**src/rtl/schk_frame_capture.sv**
```systemverilog
// schk_frame_capture: captures the W payload bits that follow a detected sync word and delivers them on a valid/ack handshake
module schk_frame_capture #(
  parameter int W    = 8,
  parameter int CNTW = 8
) (
  input  logic            CLK,
  input  logic            RST,
  input  logic            DIN,
  input  logic            SYNC,
  input  logic            DACK,
  input  logic            CLR_OVR,
  output logic [W-1:0]    DOUT,
  output logic            DVALID,
  output logic            BUSY,
  output logic            OVR,
  output logic [CNTW-1:0] FRM_CNT
);
  localparam int BW = $clog2(W);
  typedef enum logic {IDLE, CAPT} state_t;
  state_t state, state_nxt;
  logic [BW-1:0] cnt, cnt_nxt;
  logic [W-2:0] sh, sh_nxt;
  logic [W-1:0] word;
  logic done, load, drop;
  // sh holds the W-1 earlier payload bits, so the completing bit is appended straight from DIN
  always_comb begin
    word      = {sh, DIN};
    done      = state == CAPT && cnt == BW'(W-1);
    load      = done && (!DVALID || DACK);
    drop      = done && DVALID && !DACK;
    state_nxt = state == IDLE ? (SYNC ? CAPT : IDLE) : (done ? IDLE : CAPT);
    cnt_nxt   = state == IDLE ? BW'(SYNC) : (done ? '0 : cnt + 1'b1);
    sh_nxt    = (state == CAPT || SYNC) ? word[W-2:0] : sh;
  end
  always_ff @(posedge CLK or posedge RST) begin
    if (RST) begin
      state   <= IDLE;
      cnt     <= '0;
      sh      <= '0;
      DOUT    <= '0;
      DVALID  <= 1'b0;
      BUSY    <= 1'b0;
      OVR     <= 1'b0;
      FRM_CNT <= '0;
    end else begin
      state  <= state_nxt;
      cnt    <= cnt_nxt;
      sh     <= sh_nxt;
      BUSY   <= state_nxt == CAPT;
      DVALID <= load | (DVALID & ~DACK);
      OVR    <= drop | (OVR & ~CLR_OVR);
      if (load) begin
        DOUT    <= word;
        FRM_CNT <= FRM_CNT + 1'b1;
      end
    end
  end
endmodule

```
**config.mk**
```make
export PLATFORM = sky130hd
export DESIGN_NAME = schk_frame_capture
export DESIGN_NICKNAME = d
export VERILOG_FILES = /design/src/rtl/schk_frame_capture.sv
export SDC_FILE = /design/constraint.sdc
export NUM_CORES = 1
export LEC_CHECK = 0
export CAP_MARGIN = 20
export CORE_MARGIN = 1
export CORE_UTILIZATION = 35
export CTS_CLUSTER_SIZE = 8
export DETAILED_ROUTE_END_ITERATION = 12
export DONT_BUFFER_PORTS = 1
export PLACE_DENSITY = 0.45
export SLEW_MARGIN = 20
export SYNTH_ARGS = -nofsm -noshare
export SYNTH_HDL_FRONTEND = slang
export SYNTH_SLANG_ARGS = --single-unit
```
**constraint.sdc**
```tcl
create_clock -name CLK -period 1.85 [get_ports CLK]
set_input_delay 0.37 -clock CLK [delete_from_list [all_inputs] [get_ports CLK]]
set_output_delay 0.37 -clock CLK [all_outputs]
set_load 0.1 [all_outputs]
```
==> impl_metrics.ini, run 1 <==
[synth]
ys_seq_area_share_pct = 60.2
ys_ff_latch = 29
synth_area_um2 = 1210
synthTopCellsByCount = dfrtp_1 (29), mux2_1 (9), mux2_2 (7), xor2_1 (7)
yosysWarnings = 0
netlist-cell-type-count = 23
yosysTopAreaCell = dfrtp_1
synth_edf_count = 0
synth_top_area_share_pct = 60.2
yosys-top-cells-area = dfrtp_1 (60%), mux2_1 (8.4%), mux2_2 (6.5%)
synth.most_common_cell = dfrtp_1
syn_inst = 82
synth_ff_type = dfrtp_1
synthArstFlopShare_pct = 100
synth_nets = 91
syn_avg_cell_area_um2 = 14.7

[global_routing]
grt_overflow_total = 0
use_met1_pct = 14.7
grt_pass1_vias = 704
grt_max_degree = 30
antenna_found_initial = 0
grt.met3_usage_pct = 5.12
grt-busiest-layer = met2
grt_usage_pct = 12.6
grt_pass1_wl_mm = 3.20
met2_usage_pct = 19.0

[sta]
rsz0062_at_grt = no
finalCritPeriodShare_pct = 89.4
finalSetupTns_ns = 0
setup_viol = 0
skew_ns = 0.00442
fmax_mhz = 605
worstMarginPinSlew_ns = 0.907
slew_violations = 0
relSlewSlack_pct = 39.5
whs_ns = -0.00293
finalHoldViolCount = 11
period_needed_ns = 1.65

[cells_and_area]
drive_above_1_share_pct = 34.7
n_antenna_cell = 0
multiInputGateArea_um2 = 462
syn2layout_area_growth_pct = 17.3
fillers = 314
nNetsFinal = 109
seq_area_um2 = 727

[setup_path]
start_kind = flop
cp.required_ns = 2.05
critical_path_class = flop to flop
arrival_ns = 1.86
end_kind = flop
crit_path_max_fanout = 10
r2r_slack_ns = 0.20

[die]
die_y_um = 60.7
design.die.area_um2 = 3690
num_io_pins = 25
start_util_pct = 38.3
core_um2 = 3150
std_cell_rows = 20
die_x_um = 60.7

[routing]
drt_first_pass_iters = 3
drt-total-wl_mm = 1.93
drt_iter0_markers = 29
ant_nets = 0
routedWlPerCell_um = 13.3
drc = 0
vias = 677
via_per_inst = 4.67

[clock_tree]
ctsHoldBuffers = 0
clock-sinks = 29
cts_tree = built
cts_resized = 0
cts_root_buf = clkbuf_4
cts_setup_buffers = 0
cts_max_level = 2
clockBufferDepth = 2
clk_pin_slew_ns = 0.09
clk_latency_ns = 0.31
cts-buffers-inserted = 5

[outcome]
violations = hold timing
outcome = complete, but fails checks

[placement]
place_hpwl_mm = 1.38
place.gp.congestion = 0.650
port_buffers = 0

[run]
max-cap-violations = 0

[min_path]
min_path_type = primary input to async pin
==> per-layer routing <==
layer  share of wire [%]  vias up
li1                    -      318
met1                  44      336
met2                  48       19
met3                 6.3        4
met4                 1.5        0
met5                   0        -
==> worst max-delay path: stages, from the launching register on <==
cell     delay (ns)
dfrtp_1        0.34
nor2b_1        0.70
nor2_8         0.14
mux2_1         0.36
==> cell families (layout without fill, tap and decap cells) <==
| family | Yosys count | count (layout) | share of synthesized area [%] |
|---|---|---|---|
| adders and majority gates | 3 | 3 | 3.11 |
| muxes | 16 | 16 | 14.9 |
| buffers and inverters | 4 | 23 | 1.56 |
| xor gates and xnor gates | 7 | 7 | 5.08 |
| DFF | 29 | 29 | 60.2 |
| AOI/OAI and AO/OA | 3 | 3 | 1.76 |
| and+or+nand+nor | 20 | 20 | 13.4 |
==> path summary, 6_finish.rpt <==
check / startpoint / endpoint / depth (start not counted)
hold / removal: RST / DOUT[2] / 2
hold reg to reg: cnt[0] / cnt[0] / 1
max in group asynchronous: RST / BUSY / 2
min in group CLK: CLR_OVR / OVR / 1
setup reg to reg: DVALID / DOUT[1] / 3
setup / recovery: DVALID / DOUT[1] / 3
==> layout make-up <==
type	instances	share of cell area [%]
Multi-Input combinational cell	49	32.6
Inverter	3	0.796
Clock buffer	7	4.60
Timing Repair Buffer	12	6.37
Clock inverter	1	0.354
Sequential cell	29	51.4
Tap cell	44	3.89
==> state kept, by name, indices dropped and copies added (netlist names) <==
name,cells
DVALID,1
FRM_CNT,8
OVR,1
BUSY,1
DOUT,8
sh,7
cnt,3
==> through the flow <==
| stage | cell area [µm²] | hold slack [ns] | setup slack (ns) | utilization (%) | cells |
|---|---|---|---|---|---|
| after global routing | 1420 | 0.0196 | 0.117 | 44.9 | 145 |
| after floorplan | 1210 | 0.438 | 0.0106 | - | 82 |
| final | 1420 | -0.00293 | 0.196 | 44.9 | 145 |
| after global placement | 1350 | 0.354 | 0.201 | 42.7 | 137 |
| after detailed placement | 1350 | 0.357 | 0.173 | 42.7 | 137 |
| after CTS | 1420 | 0.000480 | 0.170 | 44.9 | 145 |
==> cells in the final DEF, fill, tap and decap left out <==
master     n
clkbuf_8   2
and2_1     2
nor4_2     3
dfrtp_1   28
nor2_8     1
a21o_1     1
nor2_2     1
nor2b_1    2
buf_4     12
inv_1      3
clkinv_2   1
a21boi_0   1
mux2_2     7
o22ai_1    1
nand2_4    1
nand2b_1   1
nand3_1    2
nor3b_1    1
ha_1       3
nor4b_2    1
dfrtp_2    1
clkbuf_4   5
nand2_1    3
nor3_1     1
xor2_1     7
mux2_1     9
nand4_1    1
Power of run 1 is not shown: default switching activity piles up to over one toggle a cycle in this logic, so the estimate is an artifact.
==> run 2, diff against run 1 <==
==> constraint.sdc (replaced) <==
create_clock -name CLK -period 1.6 [get_ports CLK]
set_input_delay 0.32 -clock CLK [delete_from_list [all_inputs] [get_ports CLK]]
set_output_delay 0.32 -clock CLK [all_outputs]
set_load 0.1 [all_outputs]
==> run 2 against run 1 <==
The flow now finishes without violations. Cell count rose by 11%. Count of clock-buffer cells in the layout fell by 1. Wire length rose by 8.4%. Cell area rose by 11%. Utilization rose by 5.2 points.
==> impl_metrics.ini, run 2 (synthesis gave the netlist of run 1 again) <==
[sta]
fmax_mhz = 661
worstMarginPinSlew_ns = 0.539
period_needed_ns = 1.51
slew_violations = 0
finalHoldViolCount = 0
rsz0062_at_grt = no
whs_ns = 0.0869
setup_viol = 0
finalCritPeriodShare_pct = 94.6
fin_ws_ns = 0.0871
relSlewSlack_pct = 63.9
skew_ns = 0.0158

[die]
core_um2 = 3150
std_cell_rows = 20
start_util_pct = 38.3
die_x_um = 60.7
design.die.area_um2 = 3690
num_io_pins = 25
die_y_um = 60.7

[cells_and_area]
n_antenna_cell = 0
final_cell_mix = buf_4 (25), dfrtp_1 (21), mux2_1 (9)
multiInputGateArea_um2 = 479
drive_above_1_share_pct = 50.4
final_common_cell = buf_4
seq_area_um2 = 736
instances_no_fill = 161
syn2layout_area_growth_pct = 30.8
nNetsFinal = 125
fillers = 300
largestRegisters = DOUT: 8 flops, FRM_CNT: 8 flops, sh: 7 flops

[setup_path]
arrival_ns = 1.72
start_kind = flop
cp.required_ns = 1.81
critical_path_class = flop to flop
crit_path_max_fanout = 6
end_kind = flop

[routing]
drc = 0
routedWlPerCell_um = 13.0
drt_first_pass_iters = 2
drt_iter0_markers = 21
drt-total-wl_mm = 2.09
via_per_inst = 4.60
vias = 740
ant_nets = 0

[clock_tree]
clk_latency_ns = 0.33
clk_pin_slew_ns = 0.10
cts_max_level = 2
cts_tree = built
clock-sinks = 29
clockBufferDepth = 2
cts_root_buf = clkbuf_4
cts-buffers-inserted = 5

[run]
max-cap-violations = 0

[global_routing]
antenna_found_initial = 0
grt_overflow_total = 0
grt_usage_pct = 13.0
grt_pass1_vias = 704
grt_max_degree = 30
grt_pass1_wl_mm = 3.22

[min_path]
min_path_type = primary input to flop

[placement]
pre_cts_ws_ns = -0.0400
dp_cells = 145
port_buffers = 0
place_hpwl_mm = 1.40
place.gp.congestion = 0.734

[outcome]
outcome = completed
[run 2: area by class of cell]
| cell class | count | share of cell area, % |
|---|---|---|
| Tap cell | 44 | 3.49 |
| Multi-Input combinational cell | 49 | 30.4 |
| Clock inverter | 2 | 2.22 |
| Clock buffer | 6 | 2.62 |
| Inverter | 3 | 0.714 |
| Sequential cell | 29 | 46.6 |
| Timing Repair Buffer | 28 | 14.0 |
[run 2: stage by stage]
step                cell area [µm²]  TNS (ns)  utilization (%)
floorplan                      1220         0                -
global placement               1410   -0.0338             44.8
detailed placement             1410    -0.304             44.8
CTS                            1500         0             47.7
global route                   1580         0             50.0
finish                         1580         0             50.0
[run 2: critical path, cell delays in order, from the launching register on]
cell	delay (ns)
dfrtp_1	0.40
ha_2	0.20
ha_4	0.17
nand2_4	0.12
nor2_8	0.05
buf_6	0.15
mux2_1	0.30
[run 2: repair_timing]
action,4_1_cts,5_1_grt
hold buffers,1,0
endpoints found under the setup margin,9,9
endpoints found under the hold margin,29,0
pin swaps,0,2
gates resized for setup,1,7
cloned,0,0
setup buffers,0,7
[run 2: path summary, 6_finish.rpt]
check	from	to	slack, ns	cells after the start
min	CLR_OVR	OVR	0.09	1
max in group asynchronous	RST	DVALID	0.80	3
min reg2reg	cnt[0]	cnt[0]	0.49	1
max reg2reg	cnt[0]	FRM_CNT[1]	0.09	6
max	cnt[0]	FRM_CNT[1]	0.09	6
min in group asynchronous	RST	DOUT[6]	0.49	3
[run 2: layer usage]
metal  vias to the layer above  global-route usage [%]  wire [µm]
li1                        352                       -          -
met1                       362                    14.6        899
met2                        19                    19.0        959
met3                         7                    7.89        180
met4                         0                    7.79         49
met5                         -                       0          0
Power of run 2 is left out for the same reason.
==> run 3, diff against run 2 <==
--- a/config.mk
+++ b/config.mk
@@ -6,11 +6,12 @@
 export NUM_CORES = 1
 export LEC_CHECK = 0
 export CAP_MARGIN = 20
-export CORE_MARGIN = 1
+export CORE_MARGIN = 2
 export CORE_UTILIZATION = 35
 export CTS_CLUSTER_SIZE = 8
 export DETAILED_ROUTE_END_ITERATION = 12
 export DONT_BUFFER_PORTS = 1
+export GPL_TIMING_DRIVEN = 0
 export PLACE_DENSITY = 0.45
 export SLEW_MARGIN = 20
 export SYNTH_ARGS = -nofsm -noshare
==> run 3 against run 2 <==
Sequential cell count did not move. Utilization shrank 4.9 points. Global-route usage shrank 0.58 points. Via count decreased by 9.3%. Sequential share of layout area increased by 4.4 points. The run now ends with setup timing left. Critical endpoint is now FRM_CNT[6]. Setup slack got worse by 0.091 ns. Maximum frequency fell by 5.7%. Cell count fell by 11%. Clock skew is 0.0082 ns lower. Wire length is 8.5% higher.
==> impl_metrics.ini, run 3 (synthesis gave the netlist of run 1 again) <==
[outcome]
outcome = complete, but fails checks
violations = setup timing

[clock_tree]
clockBufferDepth = 2
cts_root_buf = clkbuf_4
clk_latency_ns = 0.32
cts_max_level = 2
clk_pin_slew_ns = 0.09
clock-sinks = 29
cts-buffers-inserted = 5
cts_tree = built

[placement]
port_buffers = 0
place_hpwl_mm = 1.29
place.gp.congestion = 0.685

[sta]
period_needed_ns = 1.60
slew_violations = 0
fin_ws_ns = -0.00376
relSlewSlack_pct = 59.6
skew_ns = 0.00755
finalSetupTns_ns = -0.00376
finalCritPeriodShare_pct = 100
worstMarginPinSlew_ns = 0.605
setup_viol = 1
fmax_mhz = 624
finalHoldViolCount = 0
rsz0062_at_grt = yes

[die]
die_y_um = 62.7
num_io_pins = 25
start_util_pct = 36.4
std_cell_rows = 21
die_x_um = 62.7
design.die.area_um2 = 3930
core_um2 = 3310

[setup_path]
cp.required_ns = 1.84
start_kind = flop
critical_path_class = flop to flop
reg2reg_from = DVALID
crit_end = FRM_CNT[6]
r2r_end = FRM_CNT[6]
reg2regPathDepth = 5
arrival_ns = 1.85
r2r_slack_ns = -0.004
crit_path_max_fanout = 6
startpoint = DVALID
end_kind = flop

[routing]
via_per_inst = 4.66
drc = 0
vias = 671
ant_nets = 0
routedWlPerCell_um = 15.7
drt-total-wl_mm = 2.26
drt_iter0_markers = 26
drt_first_pass_iters = 4

[cells_and_area]
nNetsFinal = 106
syn2layout_area_growth_pct = 23.9
seq_area_um2 = 762
final_common_cell = dfrtp_2
multiInputGateArea_um2 = 536
largestRegisters = DOUT: 8 flops, FRM_CNT: 8 flops, sh: 7 flops
drive_above_1_share_pct = 60.2
n_antenna_cell = 0
final_cell_mix = dfrtp_2 (14), dfrtp_1 (10), mux2_4 (9)
fillers = 324

[global_routing]
grt_pass1_wl_mm = 3.57
grt_overflow_total = 0
antenna_found_initial = 0
grt_usage_pct = 12.4
grt_pass1_vias = 705
grt_max_degree = 30

[run]
max-cap-violations = 0

[min_path]
hold_depth = 1
min_path_type = primary input to flop
==> run 3: worst max-delay path, cell delays in order (launching register included) <==
cell and delay, ns:
dfrtp_4 0.63, nor2b_4 0.19, buf_12 0.13, buf_4 0.13
nor4_2 0.27, xor2_1 0.17
==> run 3: through the flow <==
step	area [µm²]	instances	worst slack [ns]	utilization (%)	hold WS, ns
detailed placement	1270	128	-0.0996	38.5	0.324
finish	1490	144	-0.00376	45.1	0.0874
CTS	1380	139	-0.0201	41.5	0.0794
floorplan	1220	82	0.000348	-	0.398
global placement	1270	128	-0.0999	38.5	0.422
global route	1490	144	-0.0499	45.1	0.0581
==> run 3: final cells by class <==
cell class,count,area share [%]
sequential,29,51.0
clock buffer,8,3.27
tap,46,3.85
timing repair buffer,8,5.28
multi-input combinational,50,35.8
inverter,3,0.754
==> run 3: worst min path at each step <==
stage / from / endpoint / slack, ns
2_1_floorplan: RST / DOUT[0] / 0.40
3_3_place_gp: CLR_OVR / OVR / 0.42
3_5_place_dp: RST / cnt[2] / 0.32
4_1_cts: CLR_OVR / OVR / 0.08
5_1_grt: CLR_OVR / OVR / 0.06
6_report: CLR_OVR / OVR / 0.09
==> run 3: layer usage <==
metal	track usage (%)	vias to the layer above	part of all wire, %
met3	6.49	2	7.2
met1	14.0	334	44
li1	-	314	-
met2	19.5	21	48
met4	5.83	0	0.93
met5	0	-	0
==> run 3: timing repair <==
| action | 4_1_cts | 5_1_grt |
|---|---|---|
| hold buffers | 1 | 0 |
| setup endpoints to repair | 13 | 22 |
| hold endpoints to repair | 29 | 0 |
| cloned | 1 | 0 |
| setup buffers | 1 | 6 |
| pin swaps | 2 | 3 |
| resized for setup | 9 | 24 |
Power of run 3 is left out for the same reason.
